File: config.mk
export PLATFORM = sky130hd
export DESIGN_NAME = io_bridge
export DESIGN_NICKNAME = d
export VERILOG_FILES = /design/src/rtl/io_bridge.sv
export SDC_FILE = /design/constraint.sdc
export NUM_CORES = 1
export LEC_CHECK = 0
export CAP_MARGIN = 15
export CORE_MARGIN = 1.5
export CORE_UTILIZATION = 30
export CTS_BUF_LIST = sky130_fd_sc_hd__clkbuf_8
export DETAILED_ROUTE_END_ITERATION = 8
export PLACE_DENSITY = 0.58
export SLEW_MARGIN = 25
export SYNTH_ARGS = -nofsm -noshare
export SYNTH_HDL_FRONTEND = slang
export SYNTH_SLANG_ARGS = --single-unit
File: constraint.sdc
create_clock -name clk_i -period 2.5 [get_ports clk_i]
set_input_delay 0.5 -clock clk_i [delete_from_list [all_inputs] [get_ports clk_i]]
set_output_delay 0.5 -clock clk_i [all_outputs]
set_load 0.05 [all_outputs]
File: src/rtl/io_bridge.sv
// io_bridge: CPU <-> external byte bridge built from two independent
// DEPTH x 8 circular FIFOs.
//   Output path: the CPU writes bytes (aob_i/out_we_i), and the external
//                sink drains them with a valid/ready handshake
//                (ext_out_data_o/ext_out_valid_o/ext_out_ready_i).
//   Input path:  the external source pushes bytes with a valid/ready
//                handshake (ext_in_data_i/ext_in_valid_i/ext_in_ready_o),
//                and the CPU pops them (aib_o/in_rdy_o/in_re_i).
//   err_o: sticky error flags, cleared only by reset.
//          bit0 = output overflow, bit1 = input underflow.
// All status outputs are decoded from the registered occupancy counts.
module io_bridge #(
  parameter int unsigned DEPTH = 4
) (
  input  logic       clk_i,
  input  logic       rst_ni,
  input  logic [7:0] aob_i,
  input  logic       out_we_i,
  input  logic       in_re_i,
  output logic [7:0] aib_o,
  output logic       in_rdy_o,
  output logic       out_full_o,
  input  logic [7:0] ext_in_data_i,
  input  logic       ext_in_valid_i,
  output logic       ext_in_ready_o,
  output logic [7:0] ext_out_data_o,
  output logic       ext_out_valid_o,
  input  logic       ext_out_ready_i,
  output logic [1:0] err_o
);

  localparam int unsigned AW = (DEPTH > 1) ? $clog2(DEPTH) : 1;
  localparam int unsigned CW = AW + 1;
  localparam logic [CW-1:0] FULL_CNT = CW'(DEPTH);

  // Output FIFO state
  logic [7:0]    o_mem [DEPTH];
  logic [AW-1:0] o_wr;
  logic [AW-1:0] o_rd;
  logic [CW-1:0] o_cnt;

  // Input FIFO state
  logic [7:0]    i_mem [DEPTH];
  logic [AW-1:0] i_wr;
  logic [AW-1:0] i_rd;
  logic [CW-1:0] i_cnt;

  logic [1:0]    err;

  // Status decode from registered counts
  logic o_full, o_empty, i_full, i_empty;
  assign o_full  = (o_cnt == FULL_CNT);
  assign o_empty = (o_cnt == '0);
  assign i_full  = (i_cnt == FULL_CNT);
  assign i_empty = (i_cnt == '0);

  // Transfer qualifiers; a write while full is dropped even if a pop
  // happens on the same edge, because fullness is judged pre-edge.
  logic o_push, o_pop, i_push, i_pop;
  assign o_push = out_we_i & ~o_full;
  assign o_pop  = ext_out_ready_i & ~o_empty;
  assign i_push = ext_in_valid_i & ~i_full;
  assign i_pop  = in_re_i & ~i_empty;

  // Storage arrays: no reset, contents hidden while empty
  always_ff @(posedge clk_i) begin
    if (o_push) o_mem[o_wr] <= aob_i;
    if (i_push) i_mem[i_wr] <= ext_in_data_i;
  end

  // Output FIFO pointers and count
  always_ff @(posedge clk_i or negedge rst_ni) begin
    if (!rst_ni) begin
      o_wr  <= '0;
      o_rd  <= '0;
      o_cnt <= '0;
    end else begin
      if (o_push) o_wr <= o_wr + AW'(1);
      if (o_pop)  o_rd <= o_rd + AW'(1);
      o_cnt <= o_cnt + CW'(o_push) - CW'(o_pop);
    end
  end

  // Input FIFO pointers and count
  always_ff @(posedge clk_i or negedge rst_ni) begin
    if (!rst_ni) begin
      i_wr  <= '0;
      i_rd  <= '0;
      i_cnt <= '0;
    end else begin
      if (i_push) i_wr <= i_wr + AW'(1);
      if (i_pop)  i_rd <= i_rd + AW'(1);
      i_cnt <= i_cnt + CW'(i_push) - CW'(i_pop);
    end
  end

  // Sticky error flags
  always_ff @(posedge clk_i or negedge rst_ni) begin
    if (!rst_ni) begin
      err <= 2'b00;
    end else begin
      err[0] <= err[0] | (out_we_i & o_full);
      err[1] <= err[1] | (in_re_i & i_empty);
    end
  end

  assign out_full_o      = o_full;
  assign ext_out_valid_o = ~o_empty;
  assign ext_out_data_o  = o_empty ? 8'h00 : o_mem[o_rd];
  assign ext_in_ready_o  = ~i_full;
  assign in_rdy_o        = ~i_empty;
  assign aib_o           = i_empty ? 8'h00 : i_mem[i_rd];
  assign err_o           = err;

endmodule

* Word-level counts from Yosys, hierarchy flattened
Memory sizes are Yosys's and may differ from the RTL's.
Index checks and enable logic that the tools add are counted.
** Cells by class
- Add/subtract/negate cells :: 8
- Multiply operators :: 0
- Divide/modulo/power cells :: 0
- $lt $le $gt $ge :: 0
- Equal/unequal tests :: 2
- Shift operators :: 0
- Muxes and demuxes :: 6
- Bitwise logic cells :: 12
- Reductions and logical operators :: 2
** Operators by type and width (count)
- 8-bit two-way mux :: 2
- 2-bit by 1-bit adder with 2-bit output (second input constant) :: 4
- 3-bit by 1-bit adder with 3-bit output :: 2
- 1-bit AND :: 6
- 3-bit == test (second input constant) :: 2
- 3-bit logical NOT :: 2
- 3-bit by 1-bit subtractor with 3-bit output :: 2
- 1-bit two-way mux :: 4
- 1-bit inverter :: 4
- 1-bit OR :: 2
** Storage, ports and cells
- Register bits :: 16
- Bits in latches :: 0
- RAM bits :: 64
- Bits in read-only memories :: 0
- Bits of input ports :: 22
- Output and inout port bits :: 22
- Memories kept :: 2
** Memory list
- i_mem :: words 4, bits a word 8, read ports 1, clocked after memory_dff 0, write ports 1, RTL line 43 : logic [7:0] i_mem [DEPTH];
- o_mem :: words 4, bits a word 8, read ports 1, clocked after memory_dff 0, write ports 1, RTL line 37 : logic [7:0] o_mem [DEPTH];

* Longest topological paths before layout
Gate-level depths: netlist of run 1.
- Word-level depth :: 5
- Mapped depth :: 10
- Mapped depth without buffers :: 10

* Least setup slack after synthesis of run 1
OpenSTA, ideal clock, no wires.
- Kind :: register to register
- Start point :: register o_cnt[1]
- End point :: register o_cnt[2]
- Setup time :: 0.125 ns
- Arrival time :: 3.188 ns
- Data required time :: 2.375 ns
- Setup slack :: -0.813 ns
- Stages on the path, launching flop included :: 11
- Buffers on the path :: 0
- Cell sequence :: dfrtp_1 nor3b_1 nor2b_1 inv_1 ha_1 inv_1 ha_1 inv_1 fa_1 xnor2_1 xnor2_1
** On the way
- Longest elaborated chain between the ends :: 5
** Ends and longest elaborated chain
- start: declaration :: RTL line 40 : logic [CW-1:0] o_cnt;
- start signal: assignment :: RTL line 80 : o_cnt <= o_cnt + CW'(o_push) - CW'(o_pop);
- 3-bit == test :: RTL line 52 : assign o_full = (o_cnt == FULL_CNT);
- named net out_full_o :: RTL line 22 : output logic out_full_o,
- 1-bit inverter :: RTL line 60 : assign o_push = out_we_i & ~o_full;
- 1-bit AND :: RTL line 60
- 3-bit by 1-bit adder with 3-bit output :: RTL line 80
- 3-bit by 1-bit subtractor with 3-bit output :: RTL line 80
The timed path passes the listed nets, and every way through them passes these cells.
A chain may end at the register's enable or synchronous reset.

* Worst setup path after layout of run 1
- Start point :: register i_rd[0]
- End point :: output port aib_o[1]
** On the way
- Longest elaborated chain between the ends :: 2
** Ends and longest elaborated chain
- start: declaration :: RTL line 45 : logic [AW-1:0] i_rd;
- start signal: assignment :: RTL line 92 : if (i_pop) i_rd <= i_rd + AW'(1);
- memory 4 x 8 bit
- 8-bit two-way mux :: RTL line 112 : assign aib_o = i_empty ? 8'h00 : i_mem[i_rd];
- end: declaration :: RTL line 20 : output logic [7:0] aib_o,
Every way passes these cells.

==> reports/qor_table.md, run 1 <==
| Result | Value | Unit |
|:---|:---|:---|
| Detailed-routing iteration count for the pre-antenna-repair pass | 4 | - |
| Beginning of the critical path | i_rd[0] | - |
| Average cell area after synthesis | 18.6 | sq um |
| Sw power | 2190 | uW |
| Warnings from Yosys | 0 | - |
| Cell Area, Synth | 3300 | sq um |
| Master cell of the clock root buffer | sky130_fd_sc_hd__clkbuf_8 | - |
| Simple-gate share of the synthesized area | 6.79 | % |
| WL final | 5.55 | mm |
| Final worst path period share | 95.8 | % |
| Portion of total power attributed to sequential cells | 36.8 | % |
| Total of flip-flops plus latches after synthesis | 80 | - |
| Maximum clock skew at final layout | 0.0106 | ns |
| Clock latency on the worst-skew pair | 0.35 | ns |
| Status | completed | - |
| Type of destination of the critical path | primary output | - |
| Post-synthesis adder-cell area fraction | 5.76 | % |
| Count of port buffers added during placement | 43 | - |
| Fraction of met2 tracks used by global routing | 16.0 | % |
| RePlAce Congestion | 0.699 | - |
| Biggest area contributors in the synthesized netlist | sky130_fd_sc_hd__edfxtp_1 58%, sky130_fd_sc_hd__dfrtp_1 12%, sky130_fd_sc_hd__mux4_2 11%, sky130_fd_sc_hd__ha_1 4.6%, sky130_fd_sc_hd__and2_1 4.2% | - |
| Pin count of the biggest net entering global routing | 17 | - |
| Grt ovf | 0 | - |
| Die Footprint | 11600 | sq um |
| Max Fanout on Critical Path | 7 | - |
| Fin crit period | 2.39 | ns |
| Leading area contributor after synthesis | sky130_fd_sc_hd__edfxtp_1 | - |
| Leak pwr | 0.00150 | uW |
| Floorplan core area | 10800 | sq um |
| Clk network pwr share | 17.1 | % |
| Reg-to-reg startpoint | i_cnt[1] | - |
| Max Slew Vio Count | 0 | - |
| R2R Setup Slk | 0.18 | ns |
| Critical Path Slowest Stage Cell | sky130_fd_sc_hd__dfrtp_1 | - |
| Remaining DRCs | 0 | - |
| Setup repair after global routing missed its margin | no | - |
| CTS H-tree lvls | 3 | - |
| Synth Area in Compound Gates | 0.455 | % |
| Max-capacitance violation count | 0 | - |
| Worst Reg2Reg Path Length in Cells | 10 | - |
| Busiest grt layer | met2 | - |
| Capturing point of the worst reg2reg path | i_cnt[2] | - |
| Number of antenna violations at the first check in global routing | 0 | - |
| Antenna fix cells | 0 | - |
| Area grow syn2layout | 24.8 | % |
| Async set-reset flop share out of synthesis | 20.0 | % |
| Postcts setup bufs | 0 | - |
| Measured slew at the worst slew-check pin | 0.499 | ns |
| Post-Synthesis Net Count | 213 | - |
| First-pass GRT wire length | 8.58 | mm |
| Vias after detailed routing | 1611 | - |
| Fraction of the yosys area taken by sequential cells | 70.4 | % |
| TritonCTS clock tree | built | - |
| Worst vdd rail ir drop | 751 | uV |
| Hold Worst Slack | 0.459 | ns |
| Crit-path cells | buf_12, mux4_2, and2_1, buf_4 | - |
| Total clock sinks | 80 | - |
| Longest individual stage delay on the worst path | 0.50 | ns |
| Area post-placement | 3920 | sq um |
| Max Clock Freq | 418 | MHz |
| Initial cell density of the core | 30.6 | % |
| Endpoints failing hold | 0 | - |
| Most frequent cells in the layout | 64 x sky130_fd_sc_hd__edfxtp_1, 23 x sky130_fd_sc_hd__clkdlybuf4s50_1, 23 x sky130_fd_sc_hd__buf_4, 22 x sky130_fd_sc_hd__and2_1 | - |
| Detailed placement HPWL | 3.63 | mm |
| Site row count | 38 | - |
| Switching Fraction | 39.9 | % |
| Global-route track usage on met3 | 2.72 | % |
| Share of layout cells above drive strength 1 | 26.9 | % |
| Category of the critical setup timing path | register to primary output | - |
| Fraction of post-synthesis cell area in the top cell type by area | 58.2 | % |
| Final setup vio count | 0 | - |
| Cell family with the largest share of critical-path delay | flip-flops | - |
| Number of fill cells in the layout | 980 | - |
| Number of instances in the synthesized netlist | 177 | - |
| Combinational family with the most area after synthesis | multiplexers | - |
| Maximum number of buffers from clock root to sink | 2 | - |
| Share of synthesized area spent on multiplexers | 11.7 | % |
| # nets final | 269 | - |
| Leading register cell type out of synthesis | sky130_fd_sc_hd__edfxtp_1 | - |
| Number of buffers and inverters on the critical path | 2 | - |
| Ratio of routed vias to standard cells | 4.26 | - |
| Remaining max-slew budget at the tightest pin | 66.6 | % |
| Die height | 108 | um |
| Internal power | 3300 | uW |
| Type of origin of the critical path | register | - |
| Most common cell after layout, fill and taps aside | sky130_fd_sc_hd__edfxtp_1 | - |
| Clock edge transition at the registers on the reported setup and hold paths | 0.08 | ns |
| Final total negative setup slack | 0 | ns |
| End of the critical path | aib_o[1] | - |
| Number of ports placed on the die boundary | 44 | - |
| GR met1 Demand/Resource | 13.3 | % |
| Power density over the cells | 1340 | nW/um^2 |
| Vias in the first global route | 1689 | - |
| Distinct cell type count of the synthesized netlist | 22 | - |
| CTS Buf Count | 9 | - |
| Die width | 108 | um |
| Stages on the worst setup path | 4 | - |
| Remaining antenna violation count after routing | 0 | - |
| Arrival time at the worst endpoint | 1.89 | ns |
| Detail-routed net length per standard cell | 14.7 | um |
| Global router's overall resource usage | 10.5 | % |
| Total power draw | 5500 | uW |
| Required time reported for the critical path endpoint | 2.00 | ns |
| Fraction of power consumed by combinational cells | 46.0 | % |
| Count of flip-flops with a built-in enable after synthesis | 64 | - |
| Min-Delay Path Class | input pin to asynchronous set/reset pin | - |
| Area of all placed cells without fillers | 4120 | sq um |
| Detailed router's first-iteration violation count | 50 | - |
| Xor/xnor cell area share of the yosys netlist | 2.65 | % |
## state kept, by name, indices dropped and copies added, names as in the netlist
signal	cells
o_wr	2
i_cnt	3
err_o	2
i_rd	2
i_wr	2
o_cnt	3
o_mem	32
i_mem	32
o_rd	2
## power by group through the flow
stage               Sequential (uW)  Combinational [uW]  Clock (uW)
floorplan                      1980                1900           0
global placement               2050                2580           0
detailed placement             2060                2590           0
CTS                            2030                2580         973
global route                   2070                2730        1020
finish                         2030                2530         941
## repair_timing
item                                    4_1_cts  5_1_grt
hold buffers                                  0        0
endpoints found under the setup margin        4        0
gates resized for setup                       4        0
## routing by layer
metal | vias up | routed length [um]
met2 | 27 | 2670
met3 | 9 | 168
li1 | 769 | -
met5 | - | 0
met1 | 806 | 2610
met4 | 0 | 103
## kinds of logic (layout without fill, tap and decap cells)
kind of cell    after synthesis  in the layout
mux                          18             18
flops                        80             80
buf+inv                      19             80
compound gates                2              2
simple gates                 34             34
xor+xnor                     10             10
fa+ha+maj                    14             14
## metrics by stage
stage,utilization [%],std cells,setup slack [ns]
after floorplan,-,177,0.0216
after global placement,36.4,362,0.0582
after detailed placement,36.4,362,0.00615
after CTS,38.1,378,0.0412
after global routing,38.1,378,0.0260
final,38.1,378,0.105
## cells in the mapped netlist (2+ instances only)
master and count:
sky130_fd_sc_hd__mux4_2 16, sky130_fd_sc_hd__clkbuf_1 4, sky130_fd_sc_hd__nand3_1 2, sky130_fd_sc_hd__and2_1 22, sky130_fd_sc_hd__xor2_1 2, sky130_fd_sc_hd__or3_1 2, sky130_fd_sc_hd__fa_1 2, sky130_fd_sc_hd__edfxtp_1 64
sky130_fd_sc_hd__and3_2 4, sky130_fd_sc_hd__buf_2 2, sky130_fd_sc_hd__dfrtp_1 16, sky130_fd_sc_hd__inv_1 13, sky130_fd_sc_hd__xnor2_1 8, sky130_fd_sc_hd__ha_1 12
## how the worst min path moves through the flow
stage,endpoint,cells after the start
6_report,o_cnt[0],2
5_1_grt,o_cnt[0],2
4_1_cts,o_cnt[0],2
3_5_place_dp,err_o[0],1
3_3_place_gp,err_o[0],1
2_1_floorplan,err_o[0],0
## layout make-up
| class | instances | area (sq um) | area share (%) |
|---|---|---|---|
| Clock buffer | 9 | 124 | 3.01 |
| Timing Repair Buffer | 51 | 458 | 11.1 |
| Clock inverter | 7 | 73.8 | 1.79 |
| Inverter | 13 | 48.8 | 1.19 |
| Tap cell | 140 | 175 | 4.26 |
| Multi-Input combinational cell | 78 | 915 | 22.2 |
| Sequential cell | 80 | 2320 | 56.4 |
No activity file was read; power rests on OpenSTA's default activity.
==> run 2, diff against run 1 <==
--- a/config.mk
+++ b/config.mk
@@ -6,11 +6,13 @@
 export NUM_CORES = 1
 export LEC_CHECK = 0
 export CAP_MARGIN = 15
-export CORE_MARGIN = 1.5
+export CELL_PAD_IN_SITES_DETAIL_PLACEMENT = 1
+export CELL_PAD_IN_SITES_GLOBAL_PLACEMENT = 1
+export CORE_MARGIN = 1
 export CORE_UTILIZATION = 30
 export CTS_BUF_LIST = sky130_fd_sc_hd__clkbuf_8
 export DETAILED_ROUTE_END_ITERATION = 8
-export PLACE_DENSITY = 0.58
+export PLACE_DENSITY = 0.64
 export SLEW_MARGIN = 25
 export SYNTH_ARGS = -nofsm -noshare
 export SYNTH_HDL_FRONTEND = slang
==> reports/qor_table.md, run 2 (synthesis results as in run 1) <==
| Result | Value | Unit | Change |
|:---|:---|:---|:---|
| Floorplan core area | 10500 | sq um | -2.6% |
| Endpoints failing hold | 0 | - | unchanged |
| Hold Worst Slack | 0.458 | ns | -0.00129 ns |
| Detailed placement HPWL | 4.10 | mm | +13% |
| Fin crit period | 2.33 | ns | -0.0608 ns |
| Total clock sinks | 80 | - | unchanged |
| Clock edge transition at the registers on the reported setup and hold paths | 0.09 | ns | about the same |
| Vias in the first global route | 1806 | - | +6.9% |
| Worst vdd rail ir drop | 525 | uV | -30% |
| Die height | 107 | um | -0.93% |
| Most common cell after layout, fill and taps aside | sky130_fd_sc_hd__edfxtp_1 | - |  |
| Pin count of the biggest net entering global routing | 17 | - | unchanged |
| Max Slew Vio Count | 0 | - | unchanged |
| Portion of total power attributed to sequential cells | 36.5 | % | -0.3 points |
| Global router's overall resource usage | 11.5 | % | +0.98 points |
| Share of layout cells above drive strength 1 | 27.5 | % | +0.61 points |
| CTS H-tree lvls | 3 | - | unchanged |
| Number of ports placed on the die boundary | 44 | - | unchanged |
| Max Fanout on Critical Path | 8 | - | +1 |
| Maximum number of buffers from clock root to sink | 2 | - | unchanged |
| Leak pwr | 0.00151 | uW | +0.58% |
| # nets final | 271 | - | +0.74% |
| Maximum clock skew at final layout | 0.0119 | ns | +0.00131 ns |
| Leading registers by flop count | i_mem: 32 flops, o_mem: 32 flops | - |  |
| Remaining max-slew budget at the tightest pin | 66.5 | % | -0.13 points |
| Detailed router's first-iteration violation count | 36 | - | -28% |
| First-pass GRT wire length | 9.35 | mm | +8.9% |
| Remaining antenna violation count after routing | 0 | - | unchanged |
| Setup repair after global routing missed its margin | no | - |  |
| Internal power | 3300 | uW | -0.11% |
| Status | completed | - |  |
| Category of the critical setup timing path | register to primary output | - |  |
| Area grow syn2layout | 24.7 | % | about the same |
| Max-capacitance violation count | 0 | - | unchanged |
| Die Footprint | 11400 | sq um | -1.8% |
| Area post-placement | 3920 | sq um | about the same |
| Measured slew at the worst slew-check pin | 0.502 | ns | +0.00262 ns |
| Multi-input gate area in the final layout | 915 | sq um | unchanged |
| Antenna fix cells | 0 | - | unchanged |
| Ratio of routed vias to standard cells | 4.32 | - | +1.4% |
| Register area | 2320 | sq um | unchanged |
| Remaining DRCs | 0 | - | unchanged |
| Fraction of power consumed by combinational cells | 46.4 | % | +0.4 points |
| TritonCTS clock tree | built | - |  |
| Max Clock Freq | 428 | MHz | +2.6% |
| CTS Buf Count | 9 | - | unchanged |
| Number of fill cells in the layout | 1033 | - | +5.4% |
| Final worst path period share | 93.4 | % | -2.4 points |
| Vias after detailed routing | 1625 | - | +0.87% |
| Fin util | 39.2 | % | +1.0 points |
| Postcts setup bufs | 0 | - | unchanged |
| Final setup vio count | 0 | - | unchanged |
| Site row count | 37 | - | -2.6% |
| Master cell of the clock root buffer | sky130_fd_sc_hd__clkbuf_8 | - |  |
| WL final | 5.85 | mm | +5.4% |
| Number of hold-repair buffers added at the cts stage | 0 | - | unchanged |
| Power density over the cells | 1340 | nW/um^2 | about the same |
| Most frequent cells in the layout | 64 x sky130_fd_sc_hd__edfxtp_1, 26 x sky130_fd_sc_hd__buf_4, 23 x sky130_fd_sc_hd__clkdlybuf4s50_1, 22 x sky130_fd_sc_hd__and2_1 | - |  |
| Grt ovf | 0 | - | unchanged |
| Die width | 107 | um | -0.93% |
| RePlAce Congestion | 0.639 | - | -8.5% |
| Required time reported for the critical path endpoint | 2.00 | ns | about the same |
| Area of all placed cells without fillers | 4120 | sq um | about the same |
| Initial cell density of the core | 31.4 | % | +0.83 points |
| Clk network pwr share | 17.1 | % | about the same |
| Type of origin of the critical path | register | - |  |
| Detailed-routing iteration count for the pre-antenna-repair pass | 3 | - | -1 |
| Clock latency on the worst-skew pair | 0.35 | ns | about the same |
| Number of antenna violations at the first check in global routing | 0 | - | unchanged |
| Type of destination of the critical path | primary output | - |  |
| Count of port buffers added during placement | 43 | - | unchanged |
| Min-Delay Path Class | input pin to asynchronous set/reset pin | - |  |
| Switching Fraction | 40.0 | % | +0.11 points |
| Arrival time at the worst endpoint | 1.83 | ns | -0.06 ns |
| Detail-routed net length per standard cell | 15.5 | um | +6.0% |
| Sw power | 2200 | uW | +0.34% |
## run 2: final timing paths
check	to	startpoint	slack, ns	cells past startpoint
setup / recovery	aib_o[4]	i_rd[0]	0.17	4
hold / removal	err_o[0]	rst_ni	0.46	2
setup reg to reg	o_cnt[2]	o_cnt[0]	0.20	9
hold reg to reg	err_o[0]	err_o[0]	0.46	1
max in group asynchronous	i_rd[0]	rst_ni	1.84	2
min in group clk_i	err_o[0]	err_o[0]	0.46	1
## run 2: through the flow
stage | worst slack (ns) | power (uW) | TNS (ns) | instances
floorplan | 0.0216 | 3880 | 0 | 177
global placement | 0.0355 | 4620 | 0 | 360
detailed placement | -0.00808 | 4670 | -0.00808 | 360
CTS | 0.0268 | 5600 | 0 | 376
global route | 0.0676 | 5830 | 0 | 376
finish | 0.166 | 5500 | 0 | 376
## run 2: cell type report
| cell class | count | area share (%) |
|---|---|---|
| repair buffers | 53 | 11.3 |
| inverters | 13 | 1.19 |
| clock buffers | 9 | 3.01 |
| multi-input cells | 78 | 22.2 |
| well taps | 136 | 4.13 |
| flip-flops and latches | 80 | 56.4 |
| clock inverters | 7 | 1.73 |
## run 2: critical path, cell delays in order (launching register included)
cell and delay (ns):
sky130_fd_sc_hd__dfrtp_1 0.39, sky130_fd_sc_hd__buf_4 0.23, sky130_fd_sc_hd__mux4_2 0.53, sky130_fd_sc_hd__and2_1 0.17, sky130_fd_sc_hd__buf_4 0.18
## run 2: what timing repair did
item	CTS	global route
resized for setup	3	1
endpoints found under the setup margin	3	1
endpoints found under the hold margin	0	0
## run 2: routing by layer
layer  wire length (um)  track usage (%)  vias up  part of all wire, %
met1               2640             14.2      820                   45
met4                145             7.34        0                  2.5
li1                   -                -      768                    -
met5                  0                0        -                    0
met3                130             2.31       12                  2.2
met2               2940             18.3       25                   50
## run 2: power groups by stage
stage | Sequential (uW) | Combinational (uW) | Clock (uW)
2_1_floorplan | 1980 | 1900 | 0
3_3_place_gp | 2030 | 2590 | 0
3_5_place_dp | 2050 | 2620 | 0
4_1_cts | 2020 | 2610 | 970
5_1_grt | 2050 | 2750 | 1020
6_report | 2010 | 2550 | 942
==> run 3, diff against run 2 <==
--- a/config.mk
+++ b/config.mk
@@ -12,8 +12,8 @@
 export CORE_UTILIZATION = 30
 export CTS_BUF_LIST = sky130_fd_sc_hd__clkbuf_8
 export DETAILED_ROUTE_END_ITERATION = 8
+export HOLD_SLACK_MARGIN = 0.08
 export PLACE_DENSITY = 0.64
-export SLEW_MARGIN = 25
 export SYNTH_ARGS = -nofsm -noshare
 export SYNTH_HDL_FRONTEND = slang
 export SYNTH_SLANG_ARGS = --single-unit
==> results of run 3 <==
Final layout, timing and power as in run 2 (identical DEF).
